`src/rtl/fft_frame_loader.sv`:
```
// Ping-pong frame assembler: collects a serial complex sample stream into
// POINT_FFT-sample frames and presents each frame in parallel to the FFT core.
module fft_frame_loader #(
  parameter int unsigned POINT_FFT_POW2 = 4,
  parameter int unsigned FRAC_BITS      = 15,
  localparam int unsigned POINT_FFT     = 1 << POINT_FFT_POW2
) (
  input  logic                           clk_i,
  input  logic                           rst_ni,
  input  logic signed [1:0][FRAC_BITS:0] sample_i,
  input  logic                           sample_valid_i,
  output logic                           sample_ready_o,
  input  logic                           flush_i,
  output logic signed [1:0][FRAC_BITS:0] frame_o [POINT_FFT],
  output logic                           frame_valid_o,
  input  logic                           frame_ready_i,
  output logic [POINT_FFT_POW2:0]        fill_count_o
);

  localparam int unsigned      PTR_W    = POINT_FFT_POW2;
  localparam logic [PTR_W-1:0] LAST_IDX = PTR_W'(POINT_FFT - 1);

  logic signed [1:0][FRAC_BITS:0] bank [2][POINT_FFT];
  logic [1:0]       full;
  logic [1:0]       full_nxt;
  logic             wr_sel;
  logic             wr_sel_nxt;
  logic             rd_sel;
  logic             rd_sel_nxt;
  logic [PTR_W-1:0] wr_ptr;
  logic [PTR_W-1:0] wr_ptr_nxt;
  logic             accept_c;
  logic             consume_c;

  assign sample_ready_o = !full[wr_sel];
  assign accept_c       = sample_valid_i && sample_ready_o && !flush_i;
  assign frame_valid_o  = full[rd_sel];
  assign consume_c      = frame_valid_o && frame_ready_i;
  assign fill_count_o   = (PTR_W + 1)'(wr_ptr);

  // Fill and drain never touch the same bank: the fill bank is empty by
  // construction and a consume only happens on a full read bank.
  always_comb begin
    full_nxt   = full;
    wr_sel_nxt = wr_sel;
    rd_sel_nxt = rd_sel;
    wr_ptr_nxt = wr_ptr;
    if (flush_i) begin
      wr_ptr_nxt = '0;
    end else if (accept_c) begin
      if (wr_ptr == LAST_IDX) begin
        full_nxt[wr_sel] = 1'b1;
        wr_sel_nxt       = !wr_sel;
        wr_ptr_nxt       = '0;
      end else begin
        wr_ptr_nxt = wr_ptr + PTR_W'(1);
      end
    end
    if (consume_c) begin
      full_nxt[rd_sel] = 1'b0;
      rd_sel_nxt       = !rd_sel;
    end
  end

  always_ff @(posedge clk_i) begin
    if (!rst_ni) begin
      full   <= '0;
      wr_sel <= 1'b0;
      rd_sel <= 1'b0;
      wr_ptr <= '0;
      for (int b = 0; b < 2; b++) begin
        for (int k = 0; k < POINT_FFT; k++) begin
          bank[b][k] <= '0;
        end
      end
    end else begin
      full   <= full_nxt;
      wr_sel <= wr_sel_nxt;
      rd_sel <= rd_sel_nxt;
      wr_ptr <= wr_ptr_nxt;
      if (accept_c) begin
        bank[wr_sel][wr_ptr] <= sample_i;
      end
    end
  end

  // Output bank is straight register storage, no arithmetic on the path.
  always_comb begin
    for (int k = 0; k < POINT_FFT; k++) begin
      frame_o[k] = bank[rd_sel][k];
    end
  end

endmodule

```
`config.mk`:
```
export PLATFORM = sky130hd
export DESIGN_NAME = fft_frame_loader
export DESIGN_NICKNAME = d
export VERILOG_FILES = /design/src/rtl/fft_frame_loader.sv
export SDC_FILE = /design/constraint.sdc
export NUM_CORES = 1
export LEC_CHECK = 0
export CORE_MARGIN = 2
export CORE_UTILIZATION = 50
export DETAILED_ROUTE_END_ITERATION = 8
export PLACE_DENSITY = 0.83
export RECOVER_POWER = 25
export REMOVE_ABC_BUFFERS = 1
export SLEW_MARGIN = 25
export SYNTH_ARGS = -nofsm -noshare
export SYNTH_HDL_FRONTEND = slang
export SYNTH_SLANG_ARGS = --single-unit
export TNS_END_PERCENT = 30
```
`constraint.sdc`:
```
create_clock -name clk_i -period 4.7 [get_ports clk_i]
set_input_delay 0.705 -clock clk_i [delete_from_list [all_inputs] [get_ports clk_i]]
set_output_delay 0.705 -clock clk_i [all_outputs]
set_load 0.02 [all_outputs]
```
# == After elaboration in Yosys (flattened, before gate mapping) ==
# Memory sizes are Yosys's and may differ from the RTL's. A register that Yosys moved wholly into a read port is not among the register bits.
# Index checks and enable logic that the tools add are counted.
# word_totals
register_bits,8
latch_bits,0
mem_bits_rw,1024
mem_bits_ro,0
wordCells,56
memories,1
# memory_table
name,words,word_bits,rd,rd_clocked_by_memory_dff,wr,line_no,source
bank,2,512,1,1,2,23,logic signed [1:0][FRAC_BITS:0] bank [2][POINT_FFT];
# classes
add_sub_neg,1
multipliers,0
div_mod_pow,0
order_cmp,6
eq_ne,1
shift,0
n_mux,24
bitwise,6
n_reduce_logical,13
# ops
operator,n
512-bit 2-to-1 mux,3
512-bit OR reduction,1
32-bit demux with 4-bit select,1
32-bit 2-to-1 mux,1
1-bit 2-to-1 mux,12
2-bit 2-to-1 mux,4
1-bit logical AND,6
5-bit greater-or-equal comparator (second input constant),1
5-bit by 1-bit < comparator with 1-bit output (second input constant),1
4-bit inverter with 5-bit output,1
4-bit by 1-bit adder with 4-bit output (second input constant),1
4-bit equality test (second input constant),1
1-bit logical NOT,4
1-bit by 2-bit < comparator with 1-bit output (second input constant),2
4-bit 2-to-1 mux,1
3-bit AND reduction,1
2-bit bitwise AND,1
1-bit demux with 1-bit select,2
1-bit greater-or-equal comparator (second input constant),2
1-bit inverter,2
2-bit inverter,1
2-bit bitwise OR,1
2-bit OR reduction,1

# == Logic depth before layout (Yosys ltp) ==
# Gate-level depths: netlist (run 1).
# logic_depth
depth_word,10
ltp_mapped,7
mapped_depth_nobuf,5

# == Worst setup path before layout (run 1) ==
# No wires, ideal clock.
# synth_timing
kind,input -> register
startpoint,input flush_i
endpoint,register wr_sel
t_arrival_ps,4978
t_required_ps,4585
path_slack_ps,-393
cell_stages,4
path_cell_list,nand2b_1 clkbuf_1 o41ai_1 o21ba_2
# synth_via
elab_chain_cells,3
# synth_rtl
item,line_no,source
from (decl),13,"input logic flush_i,"
1-bit logical NOT,36,assign accept_c = sample_valid_i && sample_ready_o && !flush_i;
1-bit logical AND,36,
3-bit AND reduction (no source line) (*),-,
to (signal assigned),78,wr_sel <= wr_sel_nxt;
to (decl),26,logic wr_sel;
# Mark *: on every way between the ends. The rest lies on a longest branch, timed or not.
# A chain may end at the register's enable or synchronous reset.

==> metrics.md, run 1 <==
| Metric | Value |
|---|---|
| TritonRoute pass-1 iters | 5 |
| Synth Warn # | 0 |
| Via count | 25000 |
| Worst skew pair latency | 660 ps |
| Min-Delay Endpoint | full[0] |
| Max cap viols | 8 |
| Hold Path Origin | rst_ni |
| CTS tree | yes |
| Mux share of post-synthesis cell area | 0.1397 |
| IO buf count | 554 |
| DP HPWL | 80.34 mm |
| Via density | 5.870 |
| CTS Sinks | 1033 |
| WL/cell | 28.99 um |
| Endpoints failing hold | 0 |
| CP Data Required Time | 4980 ps |
| Largest family of logic cells by synthesized area | multiplexers |
| Max-slew violation count | 248 |
| Synth Area in XOR/XNOR | 0 |
| Clk buf depth | 3 |
| Synth Register Bits | 1033 |
| Tcrit/Tclk final | 0.8816 |
| CP startpoint kind | register |
| Final ANT Viol Nets | 0 |
| Synthesis-to-layout area growth | 24.83% |
| Critical path class | register to register |
| Fmax | 0.2413 GHz |
| I/O pins | 556 |
| Post-route DRC | 0 |
| Failing checks | capacitance limit, slew limit |
| Final setup viols | 0 |
| R2R depth | 5 |
| FFs w/ async S/R, synth | 0 |
| First-pass GRT wire length | 173.8 mm |
| Post-layout min period | 4144 ps |
| Setup Buffers After CTS | 0 |
| RePlAce Congestion | 0.8327 |
| CTS resizes | 0 |
| Fillers | 5606 |
| FF-to-FF setup slack | 560 ps |
| Post-synthesis adder-cell area fraction | 0.001207 |
| Simple-Gate Fraction of Synth Area | 0.08882 |
| Num CTS Buffers | 99 |
| Drt initial violations | 3342 |
| Post-synth top flop | edfxtp_1 |
| Seq/Total Area, Yosys | 0.7458 |
| Final cell count without fillers | 4259 |
| Crit-path slowest cell | nand3_1 |
| Register area | 30940 sq um |
| Syn avg cell area | 16.50 sq um |
| Complex-gate fraction of the synthesized area | 0.006698 |
| Top cell type's share of synthesized area | 0.7415 |
| Number of distinct library cells after synthesis | 43 |
| Pwr Total | 19640 uW |
| Area contributors post-synth | edfxtp_1 74%, mux2_2 14%, nor2_1 2.8% |
| Final core utilization | 0.6305 |
| Die area | 85260 sq um |
| CTS H-tree lvls | 3 |
| Critical Path Sink Type | register |
| Crit. Startpoint | wr_sel |
| Hold_buf cts | 0 |
| Final Net Count | 3141 |
| R2r endpoint | bank[1][175] |
| Slew HR | -0.2475 |
| Netlist Area Pre-Place | 41470 sq um |
| Vias in the first global route | 25010 |
| Worst hold path class | primary input to register |
| Multi-input gate area | 10120 sq um |
| Post-Synthesis Cells | 2514 |
| Initial antenna violation count | 14 |
| Leading area contributor after synthesis | edfxtp_1 |
| Post-synth EDFFs | 1024 |
| Pleak | 0.01803 uW |
| Clock transition at the registers of the reported paths | 60 ps |
| Status | complete, but fails checks |
| RSZ-0062 raised after global routing | false |
| # rows | 105 |
| Root buffer cell | clkbuf_16 |
| Worst path max stage delay | 910 ps |
| Core Area | 82110 sq um |
| Layout cell share with drive strength beyond 1 | 0.2421 |
| Initial core utilization | 0.5051 |
| Gr usage total | 0.2836 |
| Post-Route WL | 123.5 mm |
| CP Max Fanout | 31 |
| Arrival @ worst endpoint | 4430 ps |
| Placed insts | 4069 |
| Die Y | 292.0 um |
| Hold path cells | 3 |
| Cells along the critical path | mux2_1, inv_1, nand3_1, o21ai_0, buf_4 |
| DIE WIDTH | 292.0 um |
| Power Density | 379.4 nW/um^2 |
| Reg2reg start | wr_sel |
| Worst-margin pin slew | 1871 ps |
| Largest net degree at the start of global routing | 91 |
| Worst VDD drop | 0.3107 mV |
| Worst Skew | 20.80 ps |
| Grt ovf | 0 |
==> through the flow <==
stage | setup TNS (ps) | setup slack, ps | instance area, sq um | hold WS (ps)
floorplan | -6353160 | -9156 | 40770 | 490.0
global placement | 0 | 1180 | 48850 | 526.2
detailed placement | 0 | 1082 | 48850 | 522.5
CTS | 0 | 829.8 | 51930 | 512.8
global route | 0 | 434.5 | 51740 | 558.1
finish | 0 | 556.4 | 51770 | 541.1
==> state kept, by name, indices dropped and copies added, names as in the netlist, named ones only <==
signal	count
full	2
rd_sel	1
bank	1024
wr_ptr	4
wr_sel	1
==> cells in the final DEF (no fill, tap or decap), types with 8 or more instances in the layout <==
master	Yosys	layout
clkbuf_1	89	35
nor2_2	10	10
clkinv_1	0	20
clkdlybuf4s50_1	0	549
inv_1	8	8
mux2_2	513	513
nor2b_1	33	33
o21ai_4	0	22
edfxtp_1	1024	1024
nor2_1	310	310
diode_2	0	13
nand2b_1	35	35
buf_4	1	65
nor3_1	98	98
and2_0	0	87
and2_1	160	73
nand2_1	73	72
clkbuf_16	0	101
clkinv_2	0	14
==> critical path: cells and delay by family (launching register included) <==
kind | cells | cell delay (ps)
and+or+nand+nor | 1 | 910
AOI/OAI and AO/OA | 1 | 900
buffers and inverters | 2 | 700
muxes | 1 | 630
DFF | 1 | 620
==> per-layer routing <==
metal | track usage | share of wire
met1 | 0.3782 | 0.37
met2 | 0.4527 | 0.48
met3 | 0.04818 | 0.098
met4 | 0.1426 | 0.051
met5 | 0 | 0.00011
==> cell type report <==
type	instances	area share
repair buffers	640	0.1203
multi-input cells	1318	0.1955
flip-flops and latches	1033	0.5976
clock inverters	50	0.008846
clock buffers	127	0.05071
inverters	8	0.0005801
well taps	1070	0.02586
diodes	13	0.0006284
==> synthesized netlist by cell type, types with 4 or more instances <==
master / count
nor2b_1: 33
nand2b_1: 35
buf_6: 6
a21oi_1: 5
nand3_1: 6
o31ai_1: 4
nand4_1: 4
mux2_2: 513
nor4_2: 4
edfxtp_1: 1024
ha_1: 4
clkbuf_1: 89
nor2_2: 10
o21ai_0: 31
dfxtp_1: 9
buf_2: 55
nor2_1: 310
inv_1: 8
nor3_1: 98
and2_1: 160
nand2_1: 73
==> cell families after synthesis <==
group	after synthesis
adders and majority gates	4
other	1
and+or+nand+nor	751
AOI/OAI and AO/OA	48
DFF	1033
muxes	514
buffers and inverters	163
==> where the power goes <==
part / internal, uW / switching [uW] / total, uW
clock network: 4330 / 3380 / 7710
logic: 464 / 863 / 1330
registers: 10500 / 99.3 / 10600
==> worst max path at each step <==
stage,to,slack (ps)
4_1_cts,frame_o[163],830
5_1_grt,bank[1][165],430
2_1_floorplan,frame_o[0],-9160
3_3_place_gp,bank[1][288],1180
6_report,bank[1][175],560
3_5_place_dp,bank[1][309],1080
Note: power is estimated with default switching activity, not from simulation.
==> inputs of run 2 (changes only) <==
CORE_UTILIZATION = 31   (was 50)
PLACE_DENSITY = 0.58   (was 0.83)
==> metrics.md, run 2 (synthesized netlist as in run 1, its figures left out) <==
| Metric | Value |
|---|---|
| CP Max Fanout | 27 (-13%) |
| Synthesis-to-layout area growth | 28.15% |
| Clock transition at the registers of the reported paths | 60 ps (about the same) |
| Endpoints failing hold | 0 (unchanged) |
| CTS tree | yes |
| Register area | 30940 sq um (unchanged) |
| Worst-margin pin slew | 2467 ps (+595.3 ps) |
| Via density | 4.860 (-17%) |
| Post-Route WL | 141.1 mm (+14%) |
| Failing checks | capacitance limit, slew limit |
| Worst Skew | 22.81 ps (+2.014 ps) |
| CTS Sinks | 1033 (unchanged) |
| Hold_buf cts | 0 (unchanged) |
| Final Net Count | 3166 (+0.80%) |
| Final worst slack | 527.4 ps (-29.02 ps) |
| Fillers | 12380 (+120%) |
| I/O pins | 556 (unchanged) |
| Die area | 136700 sq um (+60%) |
| Initial core utilization | 0.3115 (-0.1935) |
| Design area | 53140 sq um (+2.7%) |
| Via count | 24250 (-3.0%) |
| CTS H-tree lvls | 3 (unchanged) |
| Largest regs | bank: 1024 flops, wr_ptr: 4 flops, full: 2 flops |
| Fmax | 0.2397 GHz (-0.70%) |
| IO buf count | 554 (unchanged) |
| Most frequent cells in the layout | 1024 x edfxtp_1, 548 x clkdlybuf4s50_1, 513 x mux2_2 |
| FF-to-FF setup slack | 560 ps (about the same) |
| Dpl ws | 909.3 ps (-172.3 ps) |
| Tcrit/Tclk final | 0.8878 (+0.006175) |
| Critical Path Sink Type | register |
| Worst hold slack | 567.4 ps (+26.35 ps) |
| Arrival @ worst endpoint | 4500 ps (+70 ps) |
| DP HPWL | 94.27 mm (+17%) |
| DIE WIDTH | 369.8 um (+27%) |
| Grt ovf | 0 (unchanged) |
| Most common cell after layout, fill and taps aside | edfxtp_1 |
| Max cap viols | 10 (+2) |
| Root buffer cell | clkbuf_16 |
| Worst skew pair latency | 710 ps (+50 ps) |
| Post-layout min period | 4173 ps (+29.02 ps) |
| Worst hold path class | register to register |
| Max-slew violation count | 295 (+19%) |
| Worst VDD drop | 0.2903 mV (-6.6%) |
| Biggest register | bank |
| Final setup viols | 0 (unchanged) |
| Critical path class | primary input to register |
| Vias in the first global route | 24360 (-2.6%) |
| Max FFs per register | 1024 (unchanged) |
| TritonRoute pass-1 iters | 5 (unchanged) |
| First-pass GRT wire length | 193.0 mm (+11%) |
| CP startpoint kind | primary input |
| RSZ-0062 raised after global routing | false |
| Clk buf depth | 3 (unchanged) |
| Final ANT Viol Nets | 0 (unchanged) |
| WL/cell | 28.29 um (-2.4%) |
| CTS resizes | 0 (unchanged) |
| CP Data Required Time | 5030 ps (+50 ps) |
| Slew HR | -0.6444 (-0.3969) |
| Pleak | 0.01833 uW (+1.6%) |
| Cells along the critical path | clkbuf_1, nor3b_1, nand2b_1, o21ai_0, buf_4 |
| Setup Buffers After CTS | 0 (unchanged) |
| Die Y | 369.8 um (+27%) |
| Cell area after placement | 49830 sq um (+2.0%) |
| Worst path max stage delay | 1410 ps (+500 ps) |
| Multi-input gate area | 10120 sq um (about the same) |
| Post-route DRC | 0 (unchanged) |
| Crit-path slowest cell | clkbuf_1 |
| Layout cell share with drive strength beyond 1 | 0.2514 (+0.009270) |
| Num CTS Buffers | 109 (+10%) |
| Drt initial violations | 2276 (-32%) |
| Gr usage total | 0.2014 (-0.08214) |
| Initial antenna violation count | 6 (-8) |
| # rows | 134 (+28%) |
| Power Density | 384.2 nW/um^2 (+1.3%) |
| RePlAce Congestion | 0.8126 (-2.4%) |
| Largest net degree at the start of global routing | 79 (-13%) |
| Core Area | 133100 sq um (+62%) |
| Status | complete, but fails checks |
## run 2: metal layers
metal | vias to the layer above | GRT usage | part of all wire
met3 | 169 | 0.04116 | 0.069
met5 | - | 0 | 0.00018
met2 | 921 | 0.3329 | 0.48
met4 | 4 | 0.05965 | 0.027
li1 | 10570 | - | -
met1 | 12590 | 0.2670 | 0.42
## run 2: critical path: cells and delay by family
| kind | cells | cell delay, ps |
|---|---|---|
| buffers and inverters | 2 | 2010 |
| AND/OR/NAND/NOR | 2 | 840 |
| AO/OA/AOI/OAI | 1 | 850 |
## run 2: through the flow
step	power, uW	instances	setup TNS, ps	util
after global placement	12200	4782	0	0.3743
after global routing	21000	4986	0	0.3991
final	20420	4990	0	0.3992
after CTS	20600	4986	0	0.4005
after floorplan	11370	2359	-6353160	-
after detailed placement	12210	4782	0	0.3743
## run 2: path summary, 6_finish.rpt
kind,from,endpoint,depth (start not counted)
hold reg to reg,rd_sel,register,1
setup / recovery,rst_ni,bank[0][403],5
setup reg to reg,wr_sel,bank[0][403],5
hold / removal,rd_sel,register,1
## run 2: power by group
| part | internal, uW | switching, uW |
|---|---|---|
| sequential | 10500 | 87.2 |
| clock | 4780 | 3660 |
| combinational | 476 | 915 |
## run 2: area by class of cell
class                      count  area share
antenna                        4   0.0001884
clock inverter                70     0.01163
sequential                  1033      0.5822
tap                         1768     0.04163
multi-input combinational   1318      0.1905
timing repair buffer         655      0.1194
inverter                       8   0.0005651
clock buffer                 134     0.05389
